**config.mk**
```make
export PLATFORM = sky130hd
export DESIGN_NAME = accumulator_n
export DESIGN_NICKNAME = d
export VERILOG_FILES = /design/src/rtl/accumulator_n.sv
export SDC_FILE = /design/constraint.sdc
export NUM_CORES = 1
export LEC_CHECK = 0
export CORE_AREA = 4 4 85 103
export CTS_CLUSTER_SIZE = 40
export DETAILED_ROUTE_END_ITERATION = 8
export DIE_AREA = 0 0 89 107
export GPL_ROUTABILITY_DRIVEN = 0
export HOLD_SLACK_MARGIN = 0.03
export PLACE_DENSITY = 0.82
export RECOVER_POWER = 50
export SYNTH_ARGS = -nofsm -noshare
export SYNTH_HDL_FRONTEND = slang
export SYNTH_SLANG_ARGS = --single-unit
```
**constraint.sdc**
```tcl
create_clock -name Clk -period 4.5 [get_ports Clk]
set_input_delay 0.9 -clock Clk [delete_from_list [all_inputs] [get_ports Clk]]
set_output_delay 0.9 -clock Clk [all_outputs]
set_load 0.03 [all_outputs]
```
**src/rtl/accumulator_n.sv**
```systemverilog
// Key-driven accumulator: each debounced press of Run_Accumulate adds or subtracts SW into a
// WIDTH-bit running total; shows a sticky overflow flag, busy state, press count and the total on HEX.
module accumulator_n #(
    parameter int WIDTH    = 16,
    parameter int SW_WIDTH = 10,
    parameter int SATURATE = 0
) (
    input  logic                Clk,
    input  logic                Reset_Clear,
    input  logic                Run_Accumulate,
    input  logic                Sub,
    input  logic [SW_WIDTH-1:0] SW,
    output logic [9:0]          LED,
    output logic [6:0]          HEX0,
    output logic [6:0]          HEX1,
    output logic [6:0]          HEX2,
    output logic [6:0]          HEX3,
    output logic [6:0]          HEX4,
    output logic [6:0]          HEX5
);

    typedef enum logic [1:0] {
        IDLE  = 2'd0,
        ACCUM = 2'd1,
        HOLD  = 2'd2
    } state_t;

    state_t             state_q, state_d;
    logic               sync1_q, sync1_d;
    logic               run_s_q, run_s_d;
    logic [WIDTH-1:0]   acc_q, acc_d;
    logic [7:0]         count_q, count_d;
    logic               ovf_q, ovf_d;
    logic               busy_q, busy_d;

    logic [WIDTH-1:0]   sw_ext;
    logic [WIDTH:0]     sum;
    logic [WIDTH:0]     diff;

    assign sw_ext = WIDTH'(SW);
    assign sum    = {1'b0, acc_q} + {1'b0, sw_ext};
    assign diff   = {1'b0, acc_q} - {1'b0, sw_ext};

    always_comb begin
        sync1_d = Run_Accumulate;
        run_s_d = sync1_q;
        state_d = state_q;
        acc_d   = acc_q;
        count_d = count_q;
        ovf_d   = ovf_q;
        case (state_q)
            IDLE: begin
                if (!run_s_q) state_d = ACCUM;
            end
            ACCUM: begin
                state_d = HOLD;
                count_d = count_q + 8'd1;
                if (Sub) begin
                    // diff[WIDTH] is the borrow out of the WIDTH-bit subtraction
                    if (diff[WIDTH]) ovf_d = 1'b1;
                    acc_d = (diff[WIDTH] && SATURATE != 0) ? '0 : diff[WIDTH-1:0];
                end else begin
                    if (sum[WIDTH]) ovf_d = 1'b1;
                    acc_d = (sum[WIDTH] && SATURATE != 0) ? '1 : sum[WIDTH-1:0];
                end
            end
            HOLD: begin
                // Only a release seen on the synchronised key re-arms a press
                if (run_s_q) state_d = IDLE;
            end
            default: state_d = IDLE;
        endcase
        busy_d = (state_d == HOLD);
    end

    always_ff @(posedge Clk) begin
        if (!Reset_Clear) begin
            sync1_q <= 1'b1;
            run_s_q <= 1'b1;
            state_q <= IDLE;
            acc_q   <= '0;
            count_q <= '0;
            ovf_q   <= 1'b0;
            busy_q  <= 1'b0;
        end else begin
            sync1_q <= sync1_d;
            run_s_q <= run_s_d;
            state_q <= state_d;
            acc_q   <= acc_d;
            count_q <= count_d;
            ovf_q   <= ovf_d;
            busy_q  <= busy_d;
        end
    end

    assign LED = {ovf_q, busy_q, count_q};

    function automatic logic [6:0] seg7(input logic [3:0] nib);
        logic [6:0] s;
        case (nib)
            4'h0: s = 7'b1000000;
            4'h1: s = 7'b1111001;
            4'h2: s = 7'b0100100;
            4'h3: s = 7'b0110000;
            4'h4: s = 7'b0011001;
            4'h5: s = 7'b0010010;
            4'h6: s = 7'b0000010;
            4'h7: s = 7'b1111000;
            4'h8: s = 7'b0000000;
            4'h9: s = 7'b0010000;
            4'hA: s = 7'b0001000;
            4'hB: s = 7'b0000011;
            4'hC: s = 7'b1000110;
            4'hD: s = 7'b0100001;
            4'hE: s = 7'b0000110;
            default: s = 7'b0001110;
        endcase
        return s;
    endfunction

    logic [23:0] acc_ext;
    logic [6:0]  hex_vec [6];

    assign acc_ext = 24'(acc_q);

    for (genvar gi = 0; gi < 6; gi++) begin : g_hex
        assign hex_vec[gi] = seg7(acc_ext[gi*4 +: 4]);
    end

    assign HEX0 = hex_vec[0];
    assign HEX1 = hex_vec[1];
    assign HEX2 = hex_vec[2];
    assign HEX3 = hex_vec[3];
    assign HEX4 = hex_vec[4];
    assign HEX5 = hex_vec[5];

endmodule

```
==> summary.md <==
| Metric | Value |
|---|---|
| Status | complete, no violations |
| Tot GR Track Use | between 20% and 30% |
| R2R cell count | 13 |
| Global-route wire length before repair | between 15 and 20 mm |
| Req. time, crit path | between 4 and 5 ns |
| Comb power frac | 19.3% |
| CTS tree | yes |
| Share of layout cells above drive strength 1 | 9.09% |
| Worst Path Max Fanout | 18 |
| # Max-Cap Violations | 0 |
| Fmax | between 200 and 250 MHz |
| Slew Limit Fails | 0 |
| Fin crit period | 4.08 ns |
| Post-DP HPWL | 6.87 mm |
| Initial DRT Pass Iterations | 6 |
| EDFF count, synth | 0 |
| Wire per inst | 15.0 um |
| Port Buffers | 51 |
| Netlist cell types | 78 |
| Setup bufs post-CTS | 0 |
| Largest net degree at the start of global routing | 35 |
| Syn avg cell area | 8.58 um^2 |
| Reg clk slew, reported paths | 0.07 ns |
| Final setup margin | 0.424 ns |
| Hold Crit Class | reg -> reg |
| R2r setup slk | 1.09 ns |
| Latest clock arrival within the worst-skew pair | 0.35 ns |
| Final setup violating endpoints | 0 |
| Rows | 35 |
| Core area | 7660 um^2 |
| Final hold viol count | 0 |
| Die area | 9520 um^2 |
| Fin crit share | 90.6% |
| DRC | 0 |
| CP Class | in -> reg |
| Sequential-to-total area share from yosys stat | around 28% |
| I/O pins | between 60 and 70 |
| Height of the die | between 100 and 150 um |
| Top_reg_cell synth | dfxtp_1 |
| Die width | 89 um |
| Cell Area, Synth | just over 4000 um^2 |
| Asr flop ratio synth | 0% |
| Min-Delay Path Depth | 1 |
| LEAKAGE | around 2.2 nW |
| Synth top area share | 28.0% |
| Power Density | 259 nW/um^2 |
| Initial antenna violation count | 0 |
| Hold wc startpoint | run_s_d |
| CP Launch Type | primary input |
| Setup TNS Final | 0 ns |
| Flop pwr share | 42.9% |
| RSZ-0062 raised after global routing | false |
| Yosys reg bits | a little under 60 |
| Drt initial violations | 401 |
| Hold buffers post-CTS | 0 |
| Syn. warnings | 0 |
| Internal Pwr Total | between 0.0008 and 0.0009 W |
| Vias per inst | 5.87 |
| Final WL | around 9.5 mm |
| Inserted Diodes | 0 |
| Sw frac | 30.2% |
| Worst-margin pin slew | about 1.1 ns |
| Clk_skew | 0.0145 ns |
| Starting density of the core | 54.2% |
| Clock power frac | 37.9% |
| Post-synth top cells | dfxtp_1 (58), ha_1 (43), inv_1 (37) |
| Critical path capture point type | register |
| Most instantiated library cell after synthesis | dfxtp_1 |
| Post-route ant nets | 0 |
| Area leader, netlist | dfxtp_1 |
| Worst EP arrival | 4.32 ns |
| R2R Path Start | acc_q[0] |
| Synth Instances | a little under 500 |
| Slew headroom | 24.2% |
| Fin nets | ~600 |
| CTS Buf Count | 9 |
| Filler cells | 643 |
| H-tree levels | 3 |
| Root Buffer | clkbuf_8 |
| Area delta synth->final | 16.8% |
| Max clock buf depth | 2 |
| Largest cells by area after synthesis | dfxtp_1 (28%), ha_1 (13%), mux2i_1 (4.1%) |
| CP Launch Point | Reset_Clear |
| Post-Place Worst Slack | 0.160 ns |
| Sink Count | 58 |
| Number of global-route vias before repair | 3570 |
| Maximum VDD drop | 0.169 mV |
| Vias | between 3000 and 4000 |
| Overflow left after global routing | 0 |
| CTS resizes | 0 |
| Psw | 0.000380 W |
[layout make-up]
| type | instances | area, um^2 | area share [%] |
|---|---|---|---|
| Clock buffer | 11 | 131 | 2.71 |
| Clock inverter | 5 | 53.8 | 1.11 |
| Inverter | 39 | 146 | 3.02 |
| Multi-Input combinational cell | 362 | 2640 | 54.4 |
| Sequential cell | 58 | 1160 | 23.9 |
| Tap cell | 92 | 115 | 2.37 |
| Timing Repair Buffer | 64 | 604 | 12.5 |
[layer usage]
| layer | track usage (%) | wire length [um] | vias up |
|---|---|---|---|
| li1 | - | - | 1790 |
| met1 | 25.1 | 3830 | 1720 |
| met2 | 34.9 | 4660 | 162 |
| met3 | 4.07 | 698 | 30 |
| met4 | 9.47 | 265 | 0 |
| met5 | 0 | 0 | - |
[worst max-delay path, cell delays in order]
cell and delay, ns:
dlygate4sd3_1 0.52, clkbuf_1 0.83, inv_1 0.50, or3_1 0.48, o211ai_1 0.63, nand2b_1 0.18, o22ai_1 0.19, nor2_1 0.07
[path summary, 6_finish.rpt]
check / end
hold / removal: run_s_q
setup reg to reg: HEX3[4]
setup / recovery: HEX1[0]
hold reg to reg: run_s_q
[state kept, by name (all words and copies together) (netlist names)]
name / count
ovf_q: 1
HEX0: 7
HEX2: 7
HEX1: 7
HEX3: 7
state_q: 2
run_s_q: 1
acc_q: 16
count_q: 8
run_s_d: 1
busy_q: 1
[kinds of logic after synthesis]
family                   share of synthesized area, %
other                                           0.181
AND/OR/NAND/NOR                                  18.7
XOR/XNOR                                         3.56
flip-flops                                       28.0
adder cells (fa/ha/maj)                          13.9
buffers and inverters                            9.58
AO/OA/AOI/OAI                                    20.9
multiplexers                                     5.18
[power by group through the flow]
stage | registers [W] | logic [W] | clock network [W]
2_1_floorplan | 0.000578 | 0.000157 | 0
3_3_place_gp | 0.000551 | 0.000239 | 0
5_1_grt | 0.000542 | 0.000264 | 0.000501
6_report | 0.000540 | 0.000242 | 0.000476
3_5_place_dp | 0.000552 | 0.000243 | 0
4_1_cts | 0.000541 | 0.000245 | 0.000482
[layout by cell type, fill, tap and decap left out, types with 12 or more instances in the layout]
cell              n
inv_1            37
buf_4            12
conb_1           14
clkdlybuf4s50_1  17
dlygate4sd3_1    34
nand3_1          13
mux2i_1          17
nand2_1          27
nor2_1           34
ha_1             43
a21oi_1          29
o21ai_0          18
dfxtp_1          58
[through the flow]
step / area, um^2 / utilization, % / total power, W / instances / hold WS [ns]
final: 4850 / 63.3 / 0.00126 / 631 / 0.412
after global routing: 4850 / 63.3 / 0.00131 / 631 / 0.437
after CTS: 4850 / 63.3 / 0.00127 / 631 / 0.417
after detailed placement: 4670 / 60.9 / 0.000796 / 615 / 0.403
after global placement: 4670 / 60.9 / 0.000790 / 615 / 0.394
after floorplan: 4200 / - / 0.000734 / 496 / 0.386
Note: power is estimated with default switching activity, not from simulation.
